`src/rtl/mult32_seq.sv`:
```
// rtl/mult32_seq.sv - 32x32 sequential multiplier built from a shared external 16x16 multiplier
// Define MULT32_KARATSUBA_EN for the 3-product Karatsuba schedule; default is the 4-product schoolbook schedule.
module mult32_seq (
    input  logic        clk,
    input  logic        rst,
    input  logic        start,
    input  logic [31:0] A,
    input  logic [31:0] B,
    output logic        done,
    output logic [63:0] P,
    output logic        m_start,
    output logic [15:0] m_A,
    output logic [15:0] m_B,
    input  logic        m_done,
    input  logic [31:0] m_P
);

    localparam logic [2:0] S_IDLE    = 3'd0;
    localparam logic [2:0] S_ISSUE   = 3'd1;
    localparam logic [2:0] S_WAIT    = 3'd2;
    localparam logic [2:0] S_DRAIN   = 3'd3;
    localparam logic [2:0] S_COMBINE = 3'd4;
    localparam logic [2:0] S_FINISH  = 3'd5;

`ifdef MULT32_KARATSUBA_EN
    localparam int         N_OPS   = 3;
    localparam logic [1:0] LAST_OP = 2'd2;
`else
    localparam int         N_OPS   = 4;
    localparam logic [1:0] LAST_OP = 2'd3;
`endif

    logic [2:0]  state_q, state_d;
    logic [1:0]  op_q, op_d;
    logic [31:0] a_q, a_d;
    logic [31:0] b_q, b_d;
    logic [31:0] sp_q [N_OPS];
    logic [31:0] sp_d [N_OPS];
    logic [63:0] p_q, p_d;
    logic        done_q, done_d;
    logic [63:0] product_c;

    // Holding off in ISSUE while m_done is high also covers a multiplier left busy by a reset.
    assign m_start = (state_q == S_ISSUE) && !m_done;
    assign done    = done_q;
    assign P       = p_q;

`ifdef MULT32_KARATSUBA_EN
    logic [16:0] sa, sb;
    logic [63:0] z2_w, z0_w, zm_w, mid_w;

    assign sa = {1'b0, a_q[31:16]} + {1'b0, a_q[15:0]};
    assign sb = {1'b0, b_q[31:16]} + {1'b0, b_q[15:0]};

    always_comb begin
        m_A = sa[15:0];
        m_B = sb[15:0];
        case (op_q)
            2'd0: begin m_A = a_q[31:16]; m_B = b_q[31:16]; end
            2'd1: begin m_A = a_q[15:0];  m_B = b_q[15:0];  end
            default: ;
        endcase
    end

    // The 16x16 unit only sees the low 16 bits of sa/sb; the carry-bit cross terms are restored here.
    always_comb begin
        z2_w  = {32'd0, sp_q[0]};
        z0_w  = {32'd0, sp_q[1]};
        zm_w  = {32'd0, sp_q[2]}
              + (sa[16] ? {32'd0, sb[15:0], 16'd0} : 64'd0)
              + (sb[16] ? {32'd0, sa[15:0], 16'd0} : 64'd0)
              + ((sa[16] & sb[16]) ? 64'h0000_0001_0000_0000 : 64'd0);
        mid_w     = zm_w - z2_w - z0_w;
        product_c = (z2_w << 32) + (mid_w << 16) + z0_w;
    end
`else
    always_comb begin
        m_A = a_q[15:0];
        m_B = b_q[15:0];
        case (op_q)
            2'd0: begin m_A = a_q[31:16]; m_B = b_q[31:16]; end
            2'd1: begin m_A = a_q[31:16]; m_B = b_q[15:0];  end
            2'd2: begin m_A = a_q[15:0];  m_B = b_q[31:16]; end
            default: ;
        endcase
    end

    always_comb begin
        product_c = ({32'd0, sp_q[0]} << 32)
                  + (({32'd0, sp_q[1]} + {32'd0, sp_q[2]}) << 16)
                  + {32'd0, sp_q[3]};
    end
`endif

    always_comb begin
        state_d = state_q;
        op_d    = op_q;
        a_d     = a_q;
        b_d     = b_q;
        sp_d    = sp_q;
        p_d     = p_q;
        done_d  = 1'b0;
        case (state_q)
            S_IDLE: begin
                if (start) begin
                    a_d     = A;
                    b_d     = B;
                    op_d    = 2'd0;
                    state_d = S_ISSUE;
                end
            end
            S_ISSUE: begin
                if (!m_done) state_d = S_WAIT;
            end
            S_WAIT: begin
                if (m_done) begin
                    sp_d[op_q] = m_P;
                    state_d    = S_DRAIN;
                end
            end
            S_DRAIN: begin
                if (!m_done) begin
                    if (op_q == LAST_OP) begin
                        state_d = S_COMBINE;
                    end else begin
                        op_d    = op_q + 2'd1;
                        state_d = S_ISSUE;
                    end
                end
            end
            S_COMBINE: begin
                p_d     = product_c;
                done_d  = 1'b1;
                state_d = S_FINISH;
            end
            S_FINISH: begin
                state_d = S_IDLE;
            end
            default: begin
                state_d = S_IDLE;
            end
        endcase
    end

    always_ff @(posedge clk) begin
        if (rst) begin
            state_q <= S_IDLE;
            op_q    <= 2'd0;
            a_q     <= 32'd0;
            b_q     <= 32'd0;
            p_q     <= 64'd0;
            done_q  <= 1'b0;
            for (int i = 0; i < N_OPS; i++) sp_q[i] <= 32'd0;
        end else begin
            state_q <= state_d;
            op_q    <= op_d;
            a_q     <= a_d;
            b_q     <= b_d;
            p_q     <= p_d;
            done_q  <= done_d;
            for (int i = 0; i < N_OPS; i++) sp_q[i] <= sp_d[i];
        end
    end

endmodule

```
`config.mk`:
```
export PLATFORM = sky130hd
export DESIGN_NAME = mult32_seq
export DESIGN_NICKNAME = d
export VERILOG_FILES = /design/src/rtl/mult32_seq.sv
export SDC_FILE = /design/constraint.sdc
export NUM_CORES = 1
export LEC_CHECK = 0
export CORE_ASPECT_RATIO = 1.1
export CORE_MARGIN = 8
export CORE_UTILIZATION = 39
export CTS_CLUSTER_SIZE = 24
export DETAILED_ROUTE_END_ITERATION = 8
export GPL_ROUTABILITY_DRIVEN = 0
export PLACE_DENSITY_LB_ADDON = 0.3
export SLEW_MARGIN = 10
export SYNTH_ARGS = -nofsm -noshare
export SYNTH_HDL_FRONTEND = slang
export SYNTH_SLANG_ARGS = --single-unit
```
`constraint.sdc`:
```
create_clock -name clk -period 10.2 [get_ports clk]
set_clock_uncertainty 0.1 [all_clocks]
set_input_delay 3.06 -clock clk [delete_from_list [all_inputs] [get_ports clk]]
set_output_delay 3.06 -clock clk [all_outputs]
set_load 0.1 [all_outputs]
```
=== Yosys cells after proc, flatten, opt, wreduce, memory -nomap -nowiden ===
Cells that the tools add are included.

* Register bits after elaboration: 262
* Latch bits: 0
* Bits in writable memories: 0
* Input port bits: 100
* Memories: 0
* Logic and storage cells: 57
* Bits in read-only memories: 0

* Magnitude comparators: 2
* Add/subtract/negate cells: 4
* Equality and inequality tests: 12
* $mul: 0
* Reduce and logical (&&, ||, !) cells: 12
* Bitwise operators: 1
* Mux-type cells: 16
* Shift-type cells: 0
* Divide/modulo/power cells: 0

{| class="wikitable"
|+ Operators with widths
! operator !! number
|-
| bitwise mux 128 bit || 1
|-
| adder 64 x 32 -> 64 bit || 1
|-
| adder 64 x 49 -> 64 bit || 1
|-
| demux 32 bit (select 2 bit) || 1
|-
| adder 32 x 32 -> 33 bit || 1
|-
| two-way mux 16 bit || 2
|-
| two-way mux 32 bit || 1
|-
| two-way mux 3 bit || 5
|-
| one-hot mux 3 bit (5 select lines) || 1
|-
| != test 2 bit, second input constant || 5
|-
| AND reduction 4 bit || 2
|-
| == test 3 x 2 -> 1 bit, second input constant || 2
|-
| two-way mux 2 bit || 3
|-
| == test 2 bit, second input constant || 2
|-
| one-hot mux 2 bit (2 select lines) || 1
|-
| AND reduction 2 bit || 2
|-
| OR reduction 2 bit || 2
|-
| == test 3 x 1 -> 1 bit, second input constant || 1
|-
| == test 3 bit, second input constant || 1
|-
| >= comparator 3 bit, second input constant || 1
|-
| zero test 3 bit || 1
|-
| less-than comparator 3 x 1 -> 1 bit, second input constant || 1
|-
| NOT 2 -> 3 bit || 1
|-
| adder 2 x 1 -> 2 bit, second input constant || 1
|-
| 6 further kinds || 7
|}

=== Logic depth before layout (Yosys ltp) ===
* Depth in word-level cells: 6
* Depth in mapped cells: 22
* Depth with buffers taken out: 22

=== Worst setup path before layout ===
Ideal clock, no wire load.

* Kind: input-to-output
* From: input port m_done
* To: output port m_start
* Arrival time: 5.511 ns
* Path buffers: 0
* Setup slack: 1.529 ns
* Cell stages on the path: 2
* Cells stage by stage: nor2b_1 -> nor3b_1

* Word-level cells in the longest chain between the ends: 2

{| class="wikitable"
|+ RTL lines
! item !! line !! source
|-
| start: declaration || 14 || <nowiki>input logic m_done,</nowiki>
|-
| zero test 1 bit || - ||
|-
| logical AND 1 bit || 44 || <nowiki>assign m_start = (state_q == S_ISSUE) && !m_done;</nowiki>
|-
| end: declaration || 11 || <nowiki>output logic m_start,</nowiki>
|}

Every way passes these cells.

=== Worst setup path in the final report ===
Same ends and word-level chain as after synthesis.

==> results.md <==
Synthesis:
- The sequential share of the synthesized area is between 30 and 40%.
- The post-synthesis cell area is 13300 sq um.
- The count of mapped cells out of synthesis is about 1700.
- The synthesized area per cell is 7.71 sq um.
- The proportion of synthesized flip-flops having asynchronous set or reset is 0%.
- After synthesis, the most frequently instantiated cells are nand2_1 (511), a21oi_1 (305), dfxtp_1 (262), clkbuf_1 (94), ha_1 (75).
- The number of nets handed over by synthesis was 1907.
- Sorting the synthesized cells by area gives the leading types as dfxtp_1 (39%), nand2_1 (14%), a21oi_1 (11%), ha_1 (7.0%), mux2_2 (2.8%).
- The distinct cell type count of the synthesized netlist is 71.
- During synthesis, Yosys emitted a total of 0 warnings.
- The share of the synthesized area in the top cell type is 39.3%.
- The biggest area contributor in the post-synthesis netlist is dfxtp_1.
- The prevailing post-synth register cell is dfxtp_1.
- Yosys mapped a number of flops with a built-in enable equal to 0.
- In the post-synthesis netlist, the cell with the most instances is nand2_1.
- In this run, synthesis produced a sequential element count of 262.

Clock tree:
- In this run, post-CTS repair resized a total of 0 instances.
- The number of sinks handled by clock tree synthesis is between 200 and 300.
- Clock latency on the worst-skew pair, taken at its later pin, is 0.55 ns.
- Buffers inserted to repair hold after CTS numbered 0.
- The number of CTS-inserted buffers is 29.
- The maximum level of the CTS H-tree is 1.
- The number of buffers between clock root and the deepest sink is 3.
- The root cell of the clock tree is clkbuf_16.
- TritonCTS built the clock tree.
- The number of setup buffers added after CTS is 0.
- After clock tree synthesis, the clock-pin slew on the worst setup and hold paths is ~0.060 ns.

Floorplanning:
- For this configuration, the core starts out at a cell density of 39.3%.
- The floorplan step defined a die boundary enclosing 40400 sq um.
- The top-level port count is approximately 200.
- After floorplanning, the core was divided into just over 70 placement rows.
- The area of the core region is ~34000 sq um.
- Measured along the x axis, the die boundary spans 192 um.
- The die boundary height is between 200 and 250 um.

Timing:
- The hold violation count in the final report is 0.
- The final-layout worst hold slack is 0.349 ns.
- Adding up every negative setup slack in the final design gives 0 ns.
- The minimum period implied by the final worst setup slack is 8.45 ns.
- The setup slack after layout is 1.75 ns.
- The worst path uses 82.8% of the clock period.
- The transition time at the pin with the least slew margin is 1.17 ns.
- The max-slew headroom at the worst pin is 21.6%.
- The maximum operating frequency is 118 MHz.
- Setup repair after global routing left no endpoint under its margin.
- The final number of max-transition violations is 0.
- Setup violations remaining at the end of the flow were counted as 0.

Detailed routing:
- The number of nets with antenna violations after detailed routing is 0.
- The wire length per cell is ~18 um.
- The detailed-route DRC error count is 0.
- The detailed router's first-iteration violation count is 888.
- The detail-routed via count per cell is 5.31.
- The first-pass detailed-route iteration total is 5.
- Detailed routing inserted a total of 12400 vias.
- After detailed routing, the total wire length is 40900 um.

Worst hold path:
- The startpoint of the tightest hold check path is P[40].
- The path type of the worst min-delay path is flop to flop.
- Along the worst hold path, the cell count comes to 2.

Global routing:
- The number of antenna violations at the first check in global routing was 2.
- The via count of the first global-routing pass is 11800.
- After global routing the overflow that remains totals 0.
- The maximum number of pins on one net before global-route repair is 106.
- The first-pass GRT wire length is ~64000 um.
- The global-route usage over all layers is 19.6%.

Power:
- In this run the power density over the cells is 145 nW/um^2.
- The total leakage power is ~0.0064 uW.
- Overall power consumption after layout is estimated at 2410 uW.
- The peak supply drop is 0.125 mV.

Job:
- Across the run, the number of max-cap violations was 0.

Setup path:
- The maximum net fanout on the critical path is 4.
- At the worst endpoint, the required time is 7.04 ns.
- The category of the most critical setup path is primary input to output port.
- The number of buffer and inverter stages on the critical path is 2.
- The cell that appears most often on the critical path is clkdlybuf4s50_1.
- The total number of cells along the worst setup path is 4.
- The dominant delay contributor by cell family on the critical path is buffers and inverters.
- The signal on the critical path passes through clkdlybuf4s50_1, nor2b_1, nor3b_1, clkdlybuf4s50_1.
- In this run the worst setup path begins at m_done.
- The startpoint type of the worst setup path is a primary input.
- For this design, the slowest cell found on the critical path is clkdlybuf4s50_1.
- For the worst setup path, the data arrival time is 5.29 ns.
- The cell depth of the worst flop-to-flop path is 19.
- The type of destination of the critical path is an output port.
- The largest incremental delay on the critical path is 1.21 ns.
- The reg-to-reg startpoint is sp_q[32].

Place:
- The sum of net half-perimeters after detailed placement is 29500 um.
- OpenSTA, run right after detailed placement, puts the worst setup slack at around 1.8 ns.
- The number of buffers added on ports is 197.

Final layout:
- The total of fill cells in the finished design is 3307.
- Of the cells placed in the final design, the portion with a size suffix greater than 1 is just over 6%.
- For this run, the post-layout net count is 2051.
- The total inserted antenna cells is 0.
- The area growth from synthesis to layout is 24.7%.

Run status:
- The flow ran to the end, and the final reports show no timing, DRC or antenna violations.
[registers in the layout (all words and copies together), names as in the netlist]
| register | flops |
|---|---|
| done | 1 |
| state_q | 3 |
| P | 64 |
| b_q | 32 |
| op_q | 2 |
| sp_q | 128 |
| a_q | 32 |
[layout make-up]
type / count / area (sq um) / area share, %
clock buffers: 43 / 858 / 5.16
clock inverters: 10 / 159 / 0.956
inverters: 23 / 86.3 / 0.519
multi-input cells: 1347 / 7640 / 45.9
flip-flops and latches: 262 / 5250 / 31.5
well taps: 438 / 548 / 3.30
repair buffers: 211 / 2090 / 12.6
[logic make-up (layout without fill, tap and decap cells)]
group                      Yosys count  in the layout  synth area share [%]
buffers and inverters              121            287                  3.47
DFF                                262            262                  39.3
and+or+nand+nor                    698            698                  22.1
AOI/OAI and AO/OA                  484            484                  21.3
xor gates and xnor gates            54             54                  3.55
adders and majority gates           77             77                  7.34
muxes                               34             34                  2.86
[worst reg2reg max path: stages (launching register included)]
cell       delay [ns]
dfxtp_1          0.34
ha_1             0.19
inv_1            0.06
fa_1             0.41
nor2b_1          0.18
o31a_1           0.24
o31ai_2          0.13
a311oi_1         0.48
nor4_2           0.11
o21ai_1          0.38
a21o_1           0.20
a21oi_1          0.10
o311ai_1         0.49
ha_1             0.36
a21oi_1          0.15
o21ai_0          0.17
a21oi_1          0.51
nor2_1           0.14
a2111oi_0        0.41
a211oi_1         0.09
[routing by layer]
layer	vias up	routed length, um	GRT usage, %	part of all wire (%)
met5	-	27	0	0.066
met4	4	1710	8.41	4.2
met3	92	3070	4.91	7.5
met2	353	18500	30.9	45
met1	5708	17600	25.0	43
li1	6235	-	-	-
[path summary, 6_finish.rpt]
path	to	slack (ns)
min reg2reg	P[40]	0.35
min	P[40]	0.35
max reg2reg	P[55]	4.83
max	m_start	1.75
[stage by stage]
stage	instance area [sq um]	util, %	std cells
detailed placement	15600	45.9	2280
global route	16600	49.0	2334
floorplan	13300	-	1730
global placement	15600	45.9	2280
finish	16600	49.0	2334
CTS	16600	48.9	2333
[power by group]
part           switching, uW  leakage (uW)  internal [uW]
Combinational            163       0.00382           80.5
Clock                    421      0.000495            680
Sequential              14.6       0.00212           1050
Total                    599       0.00644           1810
[cell usage in the layout (no fill, tap or decap), types with 9 or more instances in the layout]
cell type / netlist / final
and2_1: 10 / 9
nand3_1: 31 / 31
nand4_1: 14 / 14
xor2_1: 22 / 22
inv_1: 23 / 23
buf_4: 0 / 13
a211oi_1: 13 / 13
nand2_1: 511 / 510
nor3_1: 24 / 24
nor2b_1: 9 / 9
mux2_2: 33 / 33
dfxtp_1: 262 / 262
o21ai_1: 10 / 10
ha_1: 75 / 75
a21oi_1: 305 / 305
o21ai_0: 41 / 41
xnor2_1: 32 / 32
a21o_1: 42 / 42
and3_1: 10 / 10
clkbuf_16: 0 / 29
o21a_1: 13 / 13
nor2_1: 55 / 54
clkdlybuf4s50_1: 0 / 196
Note: power is estimated with default switching activity, not from simulation.
